--- src/rtl/win_pkg.sv ---
// Shared types and constants for the light-grid win detector: FSM states,
// win-kind codes, mode_mask bit positions and the alternating-phase pattern.
package win_pkg;

  typedef enum logic [1:0] {
    ST_MIXING  = 2'd0,
    ST_ARMED   = 2'd1,
    ST_CONFIRM = 2'd2,
    ST_WON     = 2'd3
  } win_state_e;

  localparam logic [2:0] KIND_NONE   = 3'd0;
  localparam logic [2:0] KIND_ZEROS  = 3'd1;
  localparam logic [2:0] KIND_ONES   = 3'd2;
  localparam logic [2:0] KIND_ALT_A  = 3'd3;
  localparam logic [2:0] KIND_ALT_B  = 3'd4;
  localparam logic [2:0] KIND_TARGET = 3'd5;

  localparam int unsigned MODE_ZEROS  = 0;
  localparam int unsigned MODE_ONES   = 1;
  localparam int unsigned MODE_ALT_A  = 2;
  localparam int unsigned MODE_ALT_B  = 3;
  localparam int unsigned MODE_TARGET = 4;
  localparam int unsigned MODE_W      = 5;

  localparam int unsigned ALT_MAX_W = 1024;

  // Phase A alternating pattern: even bits set, bit 0 = 1; callers truncate to their width.
  function automatic logic [ALT_MAX_W-1:0] alt_pattern(int unsigned width);
    logic [ALT_MAX_W-1:0] p;
    p = '0;
    for (int unsigned i = 0; i < ALT_MAX_W; i++) begin
      p[i] = (i < width) && ((i % 2) == 0);
    end
    return p;
  endfunction

endpackage

--- src/rtl/win_pattern_match.sv ---
// Combinational board classifier: flags any enabled winning pattern and
// reports the lowest-index match as a win-kind code.
module win_pattern_match
  import win_pkg::*;
#(
  parameter int unsigned WIDTH = 32
) (
  input  logic [WIDTH-1:0]  screen,
  input  logic [WIDTH-1:0]  target,
  input  logic [MODE_W-1:0] mode_mask,
  output logic              any_match,
  output logic [2:0]        kind
);

  localparam logic [WIDTH-1:0] ALT_A = WIDTH'(alt_pattern(WIDTH));

  logic [MODE_W-1:0] hit;
  logic [MODE_W-1:0] hits;

  // Kind codes are mode index + 1, so a descending scan leaves the lowest index.
  always_comb begin
    hit              = '0;
    hit[MODE_ZEROS]  = (screen == '0);
    hit[MODE_ONES]   = (screen == '1);
    hit[MODE_ALT_A]  = (screen == ALT_A);
    hit[MODE_ALT_B]  = (screen == ~ALT_A);
    hit[MODE_TARGET] = (screen == target);
    hits             = hit & mode_mask;
    kind             = KIND_NONE;
    for (int i = MODE_W - 1; i >= 0; i--) begin
      if (hits[i]) kind = 3'(i + 1);
    end
  end

  assign any_match = |hits;

endmodule

--- src/rtl/win_detector.sv ---
// End-of-game detector: declares a win once an enabled pattern is held stable,
// then drives a timed buzzer pulse, a sticky win flag and a move counter.
module win_detector
  import win_pkg::*;
#(
  parameter int unsigned WIDTH         = 32,
  parameter int unsigned STABLE_CYCLES = 4,
  parameter int unsigned BUZZ_CYCLES   = 50_000_000,
  parameter int unsigned MOVE_W        = 16
) (
  input  logic              clk,
  input  logic              reset_n,
  input  logic [WIDTH-1:0]  screen_values,
  input  logic              mix_state,
  input  logic [WIDTH-1:0]  target_pattern,
  input  logic [4:0]        mode_mask,
  output logic              buzz,
  output logic              win,
  output logic [2:0]        win_kind,
  output logic [MOVE_W-1:0] move_count
);

  localparam int unsigned CNT_W  = $clog2(STABLE_CYCLES + 1);
  localparam int unsigned BUZZ_W = $clog2(BUZZ_CYCLES + 1);
  localparam logic [CNT_W-1:0]  CNT_LAST  = CNT_W'(STABLE_CYCLES);
  localparam logic [BUZZ_W-1:0] BUZZ_LOAD = BUZZ_W'(BUZZ_CYCLES);

  win_state_e        state_q;
  logic [WIDTH-1:0]  snap_q;
  logic [WIDTH-1:0]  prev_q;
  logic [CNT_W-1:0]  cnt_q;
  logic [BUZZ_W-1:0] buzz_cnt_q;

  logic       any_match_c;
  logic [2:0] kind_c;
  logic       hunting_c;
  logic [CNT_W-1:0] cnt_inc_c;

  win_pattern_match #(.WIDTH(WIDTH)) u_match (
    .screen    (screen_values),
    .target    (target_pattern),
    .mode_mask (mode_mask),
    .any_match (any_match_c),
    .kind      (kind_c)
  );

  assign hunting_c = (state_q == ST_ARMED) || (state_q == ST_CONFIRM);
  assign cnt_inc_c = cnt_q + CNT_W'(1);

  always_ff @(posedge clk or negedge reset_n) begin
    if (!reset_n) begin
      state_q    <= ST_MIXING;
      snap_q     <= '0;
      prev_q     <= '0;
      cnt_q      <= '0;
      buzz_cnt_q <= '0;
      buzz       <= 1'b0;
      win        <= 1'b0;
      win_kind   <= KIND_NONE;
      move_count <= '0;
    end else begin
      prev_q <= screen_values;
      if (mix_state || (state_q == ST_MIXING)) begin
        // Scramble in progress (or just released): wipe everything, no residue.
        state_q    <= mix_state ? ST_MIXING : ST_ARMED;
        snap_q     <= '0;
        cnt_q      <= '0;
        buzz_cnt_q <= '0;
        buzz       <= 1'b0;
        win        <= 1'b0;
        win_kind   <= KIND_NONE;
        move_count <= '0;
      end else begin
        if (hunting_c && (screen_values != prev_q) && (move_count != '1)) begin
          move_count <= move_count + MOVE_W'(1);
        end
        case (state_q)
          ST_ARMED: begin
            if (any_match_c) begin
              snap_q <= screen_values;
              cnt_q  <= CNT_W'(1);
              if (CNT_LAST == CNT_W'(1)) begin
                state_q    <= ST_WON;
                win        <= 1'b1;
                buzz       <= 1'b1;
                win_kind   <= kind_c;
                buzz_cnt_q <= BUZZ_LOAD;
              end else begin
                state_q <= ST_CONFIRM;
              end
            end
          end
          ST_CONFIRM: begin
            if (any_match_c && (screen_values == snap_q)) begin
              cnt_q <= cnt_inc_c;
              if (cnt_inc_c == CNT_LAST) begin
                state_q    <= ST_WON;
                win        <= 1'b1;
                buzz       <= 1'b1;
                win_kind   <= kind_c;
                buzz_cnt_q <= BUZZ_LOAD;
              end
            end else if (any_match_c) begin
              snap_q <= screen_values;
              cnt_q  <= CNT_W'(1);
            end else begin
              state_q <= ST_ARMED;
              cnt_q   <= '0;
            end
          end
          ST_WON: begin
            // Counter holds remaining high cycles including the current one.
            if (buzz_cnt_q != '0) buzz_cnt_q <= buzz_cnt_q - BUZZ_W'(1);
            buzz <= (buzz_cnt_q > BUZZ_W'(1));
          end
          default: state_q <= ST_MIXING;
        endcase
      end
    end
  end

endmodule

--- config.mk ---
export PLATFORM = sky130hd
export DESIGN_NAME = win_detector
export DESIGN_NICKNAME = d
export VERILOG_FILES = /design/src/rtl/win_pkg.sv /design/src/rtl/win_pattern_match.sv /design/src/rtl/win_detector.sv
export SDC_FILE = /design/constraint.sdc
export NUM_CORES = 1
export LEC_CHECK = 0
export BUFFER_PORTS_ARGS = -buffer_cell sky130_fd_sc_hd__buf_2
export CELL_PAD_IN_SITES_DETAIL_PLACEMENT = 0
export CELL_PAD_IN_SITES_GLOBAL_PLACEMENT = 1
export CORE_UTILIZATION = 44
export CTS_CLUSTER_DIAMETER = 100
export DETAILED_ROUTE_END_ITERATION = 12
export GPL_ROUTABILITY_DRIVEN = 1
export PLACE_DENSITY = 0.86
export SLEW_MARGIN = 15
export SYNTH_ARGS = -nofsm -noshare
export SYNTH_HDL_FRONTEND = slang
export SYNTH_HIERARCHICAL = 1
export SYNTH_SLANG_ARGS = --single-unit
export TNS_END_PERCENT = 100
--- constraint.sdc ---
create_clock -name clk -period 2.7 [get_ports clk]
set_input_delay 0.405 -clock clk [delete_from_list [all_inputs] [get_ports clk]]
set_output_delay 0.405 -clock clk [all_outputs]
set_load 0.1 [all_outputs]
==> flow_summary.ini <==
[sta]
final-max-slew-violation-count = 0
tightest_slew_ns = 0.889
min_period_over_period_pct = 95.5
fin_crit_ns = 2.58
clock_skew_ns = 0.00942
hold_viol = 0
relSlewSlack_pct = 40.7
whs_ns = 0.0394
rsz0062_at_grt = yes
max_freq_mhz = 388
setup_viol = 0

[cells_and_area]
ff_latch_area_um2 = 2900
final_common_cell = dfrtp_1
fin_nets = 930
n_antenna_cell = 0
fin_util_pct = 59.4
multi_input_comb_area_um2 = 3460
nFillCells = 1197
final_cell_mix = 116 x dfrtp_1, 91 x buf_2, 81 x buf_4, 68 x xnor2_1, 60 x nand2_1
layout-drive-gt1-share_pct = 27.8
syn2layout_area_growth_pct = 29.5

[cts]
htree_levels = 4
cts_tree = done
cts.sinks = 116
insertion_delay_ns = 0.42
cts_made_buffers = 17
clk_pin_slew_ns = 0.06
hold_buffers = 0
max-clock-path-buffers = 2
cts_root_buf = clkbuf_16

[flow_run]
drv_cap = 0

[global_routing]
grt_max_degree = 87
overflow = 0
grt_pass1_wl_um = 28800
antenna_found_initial = 0
track_usage_pct = 25.2
grt_pass1_vias = 5682

[placement]
gp_congestion = 0.897
io_buffer_count = 92
dp_hpwl_um = 12900

[floorplan]
die_width_um = 123
num_io_pins = 93
core-area_um2 = 14100
std_cell_rows = 43
die_area_um2 = 15200
fp.dieH_um = 123
initial_utilization_pct = 45.8

[synthesis]
synth_area_per_cell_um2 = 9.47
synth_cell_type_count = 63
async_flop_share_pct = 100
synth.net_count = 763
ys_ff_latch = 116
ys_seq_area_share_pct = 44.9
yosys_warnings = 6
synth_edf_count = 0
netlist_area_um2 = 6460
ys.flop_type = dfrtp_1
netlist_instances = 682

[setup_path]
crit_arrival_ns = 2.87
critPathCaptureType = flip-flop
cp_max_fo = 6
reg2regPathDepth = 6
startpoint_type = flip-flop
worstPathRequired_ns = 2.99
criticalPathCategory = reg -> reg

[status]
status = finished, final reports clean

[detailed_routing]
drtPass1Iterations = 5
wirelength_um = 18000
post_drt_wl_per_cell_um = 17.3
ant_nets = 0
drc_errors = 0
post_drt_via_cell_ratio = 5.62
drtIter0Drc = 412
via_count = 5859

[power_and_ir_drop]
p_per_area_nw_per_um2 = 587
total_power_mw = 4.91
vdd_drop_max_v = 0.000392
p_leak_nw = 3.67

[min_path]
hp-class = in -> async
==> final cells by class <==
| cell class | count | share of cell area [%] |
|---|---|---|
| timing repair buffer | 176 | 13.6 |
| sequential | 116 | 34.7 |
| inverter | 9 | 0.404 |
| clock inverter | 14 | 2.09 |
| clock buffer | 18 | 5.25 |
| multi-input combinational | 529 | 41.3 |
| tap | 180 | 2.69 |
==> what timing repair did <==
item | in CTS | in global routing
resized for setup | 0 | 9
buffers inserted | 0 | 1
setup endpoints to repair | 0 | 20
==> kinds of logic after synthesis <==
kind of cell | share of synthesized area [%]
AND/OR/NAND/NOR | 22.7
multiplexers | 0.949
adder cells (fa/ha/maj) | 1.74
XOR/XNOR | 14.1
AO/OA/AOI/OAI | 13.1
flip-flops | 44.9
buffers and inverters | 2.48
==> worst max-delay path, cell delays in order, from the launching register on <==
cell and delay [ns]:
dfrtp_1 0.41, or4_4 0.58, or4_4 0.57, nor2_1 0.45, a21oi_1 0.13, o211ai_1 0.22, o31ai_1 0.10
==> report_power, final <==
| part | switching, mW | internal [mW] |
|---|---|---|
| Sequential | 0.0458 | 1.79 |
| Combinational | 0.441 | 0.284 |
| Clock | 0.863 | 1.48 |
| Total | 1.35 | 3.56 |
==> cell usage after synthesis (7+ instances only) <==
cell,n,area [µm²]
a21oi_1,19,95.1
a31oi_1,11,68.8
nand2_1,60,225
xor2_1,36,315
nor4_1,28,175
nor2_1,54,203
nand3_1,47,235
o21ai_0,49,245
nand4_1,26,163
ha_1,9,113
xnor2_1,68,596
clkbuf_1,20,75.1
inv_1,8,30.0
o211ai_1,7,52.6
nor3_1,12,60.1
dfrtp_1,116,2900
==> sequential cells by signal, indices dropped and copies added (netlist names) <==
| register | cells |
|---|---|
| win_kind | 3 |
| buzz_cnt_q | 26 |
| cnt_q | 3 |
| buzz | 1 |
| move_count | 16 |
| state_q | 2 |
| snap_q | 32 |
| prev_q | 32 |
| win | 1 |
==> path summary, 6_finish.rpt <==
path | endpoint | slack, ns | start
min in group clk | prev_q[18] | 0.17 | screen_values[18]
hold reg to reg | cnt_q[2] | 0.50 | cnt_q[2]
setup reg to reg | buzz_cnt_q[24] | 0.12 | buzz_cnt_q[12]
setup / recovery | buzz_cnt_q[24] | 0.12 | buzz_cnt_q[12]
hold / removal | buzz_cnt_q[14] | 0.04 | reset_n
max in group asynchronous | snap_q[5] | 1.97 | reset_n
==> stage by stage <==
stage	setup slack, ns	instances	area [µm²]	TNS, ns
after floorplan	0.0176	682	6470	0
after global placement	-0.298	1009	7680	-6.59
after detailed placement	-0.348	1009	7680	-8.04
after CTS	0.0130	1041	8300	0
after global routing	0.00447	1042	8370	0
final	0.121	1042	8370	0
==> routing by layer <==
| layer | track usage [%] | wire length (µm) |
|---|---|---|
| met1 | 33.4 | 7940 |
| met2 | 40.2 | 8580 |
| met3 | 5.40 | 1110 |
| met4 | 9.79 | 382 |
| met5 | 0 | 0 |
Note: power is estimated with default switching activity, not from simulation.
